`config.mk`:
```
export PLATFORM = sky130hd
export DESIGN_NAME = quadrature_step_decoder
export DESIGN_NICKNAME = d
export VERILOG_FILES = /design/src/rtl/quadrature_step_decoder.sv
export SDC_FILE = /design/constraint.sdc
export NUM_CORES = 1
export LEC_CHECK = 0
export ABC_AREA = 1
export BUFFER_PORTS_ARGS = -buffer_cell sky130_fd_sc_hd__buf_2
export CAP_MARGIN = 20
export CORE_MARGIN = 2
export CORE_UTILIZATION = 50
export CTS_CLUSTER_DIAMETER = 60
export DETAILED_ROUTE_END_ITERATION = 10
export PLACE_DENSITY = 0.78
export SYNTH_ARGS = -nofsm -noshare
export SYNTH_HDL_FRONTEND = slang
export SYNTH_SLANG_ARGS = --single-unit
```
`constraint.sdc`:
```
create_clock -name clk -period 3.2 [get_ports clk]
set_input_delay 0.48 -clock clk [delete_from_list [all_inputs] [get_ports clk]]
set_output_delay 0.48 -clock clk [all_outputs]
set_load 0.01 [all_outputs]
```
`src/rtl/quadrature_step_decoder.sv`:
```
// x4 quadrature decoder: synchronizes raw A/B, emits a 1-cycle step pulse plus direction,
// and counts illegal double-edge transitions. Define QDEC_GLITCH_FILTER_EN for the stability filter.
module quadrature_step_decoder #(
  parameter int FilterDepth = 4,
  parameter int ErrCntWidth = 8
) (
  input  logic                   clk,
  input  logic                   rst_n,
  input  logic                   enable,
  input  logic                   quad_a,
  input  logic                   quad_b,
  output logic                   step,
  output logic                   up_down,
  output logic                   err,
  output logic [ErrCntWidth-1:0] err_cnt
);

`ifdef QDEC_GLITCH_FILTER_EN
  localparam bit FiltEn = 1'b1;
`else
  localparam bit FiltEn = 1'b0;
`endif
  localparam int Settle = 2 + (FiltEn ? FilterDepth : 0);
  localparam int SetW   = $clog2(Settle + 1);

  typedef enum logic {ST_INIT, ST_TRACK} state_e;

  logic [1:0] meta_q, sync_q;  // bit 1 = channel A, bit 0 = channel B
  logic [1:0] phase;

  // NOTE: sequential state uses non-blocking assignments so every flop samples pre-edge values.
  always_ff @(posedge clk or negedge rst_n) begin
    if (!rst_n) begin
      meta_q <= '0;
      sync_q <= '0;
    end else begin
      // NOTE: nothing may sit between the two synchronizer flops; the first may go metastable.
      meta_q <= {quad_a, quad_b};
      sync_q <= meta_q;
    end
  end

`ifdef QDEC_GLITCH_FILTER_EN
  localparam int FcW = (FilterDepth > 1) ? $clog2(FilterDepth) : 1;

  logic [1:0]     filt_q;
  logic [FcW-1:0] fcnt_q [2];

  // A channel is accepted only after it has disagreed with the filtered value for FilterDepth cycles.
  always_ff @(posedge clk or negedge rst_n) begin
    if (!rst_n) begin
      filt_q    <= '0;
      fcnt_q[0] <= '0;
      fcnt_q[1] <= '0;
    end else begin
      for (int i = 0; i < 2; i++) begin
        if (sync_q[i] == filt_q[i]) begin
          fcnt_q[i] <= '0;
        end else if (fcnt_q[i] == FcW'(FilterDepth - 1)) begin
          filt_q[i] <= sync_q[i];
          fcnt_q[i] <= '0;
        end else begin
          fcnt_q[i] <= fcnt_q[i] + 1'b1;
        end
      end
    end
  end

  assign phase = filt_q;
`else
  assign phase = sync_q;
`endif

  state_e                 state_q;
  logic [SetW-1:0]        settle_q;
  logic [1:0]             prev_q;
  logic                   step_q, err_q, up_down_q;
  logic [ErrCntWidth-1:0] err_cnt_q;

  logic [1:0] delta;
  logic       dir_up;

  assign delta  = phase ^ prev_q;
  // Along 00->10->11->01->00 the new A bit always differs from the old B bit.
  assign dir_up = phase[1] ^ prev_q[0];

  // INIT runs until the sync/filter pipeline holds real input, then captures it as prev.
  always_ff @(posedge clk or negedge rst_n) begin
    if (!rst_n) begin
      state_q   <= ST_INIT;
      settle_q  <= '0;
      prev_q    <= '0;
      step_q    <= 1'b0;
      err_q     <= 1'b0;
      up_down_q <= 1'b0;
      err_cnt_q <= '0;
    end else begin
      step_q <= 1'b0;
      err_q  <= 1'b0;
      prev_q <= phase;
      case (state_q)
        ST_INIT: begin
          if (settle_q == SetW'(Settle)) state_q <= ST_TRACK;
          else                           settle_q <= settle_q + 1'b1;
        end
        ST_TRACK: begin
          if (enable) begin
            if (delta == 2'b11) begin
              err_q <= 1'b1;
              if (err_cnt_q != '1) err_cnt_q <= err_cnt_q + 1'b1;
            end else if (delta != 2'b00) begin
              step_q    <= 1'b1;
              up_down_q <= dir_up;
            end
          end
        end
      endcase
    end
  end

  assign step    = step_q;
  assign err     = err_q;
  assign up_down = up_down_q;
  assign err_cnt = err_cnt_q;

endmodule

```
# After elaboration in Yosys (flattened, before gate mapping)

Cells that the tools add are included.

Add/sub/neg operators: 2
Equality and inequality tests: 3
Multiplexer cells: 9
Bitwise operators: 5
Reduce and logical (&&, ||, !) cells: 4

Operators with widths:

| kind                                                          | number |
|---|---|
| 1-bit two-way mux                                             | 9 |
| 8-bit by 1-bit adder with 8-bit output, second input constant | 1 |
| 8-bit inequality test, second input constant                  | 1 |
| 4-bit AND reduction                                           | 2 |
| 2-bit equality test, second input constant                    | 2 |
| 1-bit NOT                                                     | 3 |
| 2-bit by 1-bit adder with 2-bit output, second input constant | 1 |
| 2-bit AND reduction                                           | 1 |
| 2-bit nonzero test                                            | 1 |
| 2-bit XOR                                                     | 1 |
| 1-bit XOR                                                     | 1 |

Register bits: 20
Input bits: 5
Output and inout bits: 11
Word-level logic and storage cells: 32

# Longest topological paths before layout

Depth after elaboration: 6
Depth in mapped cells: 9
Mapped depth without buffers: 9

# Least setup slack after synthesis

No wires, ideal clock.

Path type: flip-flop to flip-flop
Start: reg prev_q[0]
End: reg err_cnt_q[2] (netlist: err_cnt[2])
Setup time: 127 ps
Arrival: 1181 ps
Required time: 3073 ps
Setup slack: 1892 ps
Cell stages (with the launch flop): 8
Path buffers: 0
Clock period less this slack: 1308 ps
Path through: dfrtp_1 > xor2_1 > ha_1 > inv_2 > nor2_4 > nand2_8 > nand2_1 > o21ai_0

Cells in the longest elaborated chain, start to end: 3

Ends and longest elaborated chain:

| item                          | line | RTL |
|---|---|---|
| start: declaration            | 76   | `logic [1:0] prev_q;` |
| start signal: assignment      | 100  | `prev_q <= phase;` |
| 2-bit XOR                     | 83   | `assign delta = phase ^ prev_q;` |
| 2-bit equality test           | 108  | `if (delta == 2'b11) begin` |
| 4-bit AND reduction (no line) | n/a  |  |
| end signal: assignment        | 110  | `if (err_cnt_q != '1) err_cnt_q <= err_cnt_q + 1'b1;` |
| end: declaration              | 78   | `logic [ErrCntWidth-1:0] err_cnt_q;` |

Every way passes these cells.
A chain may end at the register's enable or synchronous reset.

# Final worst setup path

Ends and elaborated chain as after synthesis.

==> metrics.cfg <==
[timing]
finClkSkew_ps = 2.01
clock.fmax_mhz = 683
maxSlewViolCount = 0
fin_setup_tns_ps = 0
rsz0062_at_grt = false
slew_headroom = 0.723
period_share = 0.457
setup_viol = 0
period_needed_ps = 1460
hold_slack_ps = 91.4
timing_hold_violations_final = 0
tightest_slew_ps = 416

[power_and_ir_drop]
internal_power_mw = 0.472
total_leakage_power_nw = 0.570
finalPower_mw = 0.659
p_comb_frac = 0.201
power_density_nw_per_um2 = 608
p_switching_mw = 0.187
switching_share = 0.284
ir_drop_mv = 0.446
clock_power_share = 0.305
p_seq_frac = 0.494

[floorplanning]
fp.dieArea_um2 = 2210
die_w_um = 47.0
chipHeight_um = 47.0
core_um2 = 1730
rows = 15
io_pins = 16
initial_core_util = 0.536

[detailed_routing]
wl_um = 1380
ant_nets = 0
drtPass1Iterations = 4
vias = 640
drt_iter0_markers = 4
drc = 0
via_per_inst = 4.51
wl_per_cell_um = 9.73

[worst_setup_path]
worstRegToRegCells = 7
crit_type = reg2reg
slowest_stage = dfrtp_1
startpoint_type = flop
critPathRequiredTime_ps = 3390
critical_path_arrival_ps = 1650
end_kind = flop
timing.rr.start = prev_q[0]
cpPeakStageDelay_ps = 410
worstPathCellList = xor2_1, ha_1, inv_2, nor2_4, nand2_8, nand2_1, o21ai_0
rrSetupSlack_ps = 1740
crit_fanout = 9
r2r-end = err_cnt[2]

[job]
cap_violations = 0

[placed_design]
routabilityCongestion = 0.858
dpl.cell_count = 138
dp_hpwl_um = 1070
portBuffers = 15
placedInstanceArea_um2 = 1030

[min_path]
hold_path.class = in2async

[finish]
diodes = 0
layout-drive-gt1-share = 0.231
final_common_cell = nand2_1
area_growth_pct = 17.2
fin_area_um2 = 1080
finalNonFillerCells = 142
fin_nets = 127
n_fill_cell = 156
regArea_um2 = 500
multi_input_area_um2 = 372
layout_common_cells = nand2_1 (34), dfrtp_1 (20), buf_2 (15)

[global_routing]
grt_max_degree = 21
grt_pass1_wl_um = 2260
grt_use_total = 0.151
grt_overflow = 0
grt.met3_usage = 0.0577
grt.busiest_layer = met2
antenna_found_initial = 0
met2_usage = 0.249
met1_usage = 0.183
grt_pass1_vias = 574

[cts]
clk_pin_slew_worst_paths_ps = 100
postCtsSetupBuffers = 0
ctsResizeCount = 0
cts-root-buf = clkbuf_4
cts_tree = built
cts_buffer_depth = 2
postCtsHoldBufs = 0
insertion_delay_ps = 300
numCtsBuffers = 3
cts_sinks = 20
htreeDepth = 1

[yosys]
syn_area_um2 = 925
synth_nets = 107
syn_avg_cell_area_um2 = 9.44
synth_cell_type_count = 19
ys_seq_area_frac = 0.541
yosysWarnings = 0
ys_ff_latch = 20
synthCells = 98

[outcome]
status = complete, no violations

[how the worst max path moves through the flow]
| stage | end | slack, ps | start |
|---|---|---|---|
| 6_report | err_cnt[2] | 1740 | prev_q[0] |
| 5_1_grt | err_cnt[2] | 1610 | prev_q[0] |
| 4_1_cts | err_cnt[2] | 1720 | prev_q[0] |
| 3_5_place_dp | err_cnt[2] | 1750 | prev_q[0] |
| 3_3_place_gp | err_cnt[2] | 1840 | prev_q[0] |
| 2_1_floorplan | err_cnt[2] | 1890 | prev_q[0] |
[final cells by class]
| class | count | area share |
|---|---|---|
| multi-input combinational | 65 | 0.343 |
| sequential | 20 | 0.462 |
| timing repair buffer | 15 | 0.0693 |
| tap | 25 | 0.0289 |
| inverter | 13 | 0.0485 |
| clock buffer | 3 | 0.0208 |
| clock inverter | 1 | 0.0277 |
[flip-flops by register name, summed over array words and instances (netlist names)]
name and flops:
step 1, phase 2, prev_q 2, up_down 1, state_q 1, err_cnt 8
meta_q 2, err 1, settle_q 2
[logic make-up (layout without fill, tap and decap cells)]
| logic type | Yosys count | after routing | synth area share |
|---|---|---|---|
| fa+ha+maj | 4 | 4 | 0.0541 |
| simple gates | 50 | 50 | 0.260 |
| compound gates | 4 | 4 | 0.0217 |
| xor+xnor | 7 | 7 | 0.0663 |
| flops | 20 | 20 | 0.541 |
| buf+inv | 13 | 32 | 0.0568 |
[synth_stat cells]
cell,instances,area share
clkinv_2,1,0.0054
dfrtp_1,20,0.54
ha_1,4,0.054
inv_1,10,0.041
inv_2,1,0.0041
inv_4,1,0.0068
nand2_1,34,0.14
nand2_4,1,0.012
nand2_8,1,0.022
nand3_1,3,0.016
nand3_2,1,0.011
nand4_1,1,0.0068
nor2_1,6,0.024
nor2_4,2,0.024
nor3_1,1,0.0054
o21ai_0,2,0.011
o21ai_1,2,0.011
xnor2_1,4,0.038
xor2_1,3,0.028
[metrics by stage]
stage	utilization	setup WS, ps
final	0.628	1740
after global routing	0.628	1610
after CTS	0.628	1720
after detailed placement	0.597	1750
after global placement	0.597	1840
after floorplan	-	1890
[power by group through the flow]
stage                     clock (mW)  combinational [mW]  sequential [mW]
after floorplan                    0              0.0709            0.339
after global placement             0               0.131            0.328
after detailed placement           0               0.134            0.331
after CTS                      0.207               0.135            0.325
after global routing           0.215               0.153            0.330
final                          0.201               0.133            0.325
[layer usage]
metal	wire length (µm)	share of wire
met5	0	0
met4	14	0.010
met3	66	0.048
met2	678	0.49
met1	622	0.45
[critical path, delay by kind of cell (launching register included)]
kind | cells | cell delay, ps
AOI/OAI and AO/OA | 1 | 80
buffers and inverters | 1 | 50
and+or+nand+nor | 3 | 340
xor gates and xnor gates | 1 | 240
DFF | 1 | 410
adders and majority gates | 1 | 220
No activity file was read; power rests on OpenSTA's default activity.
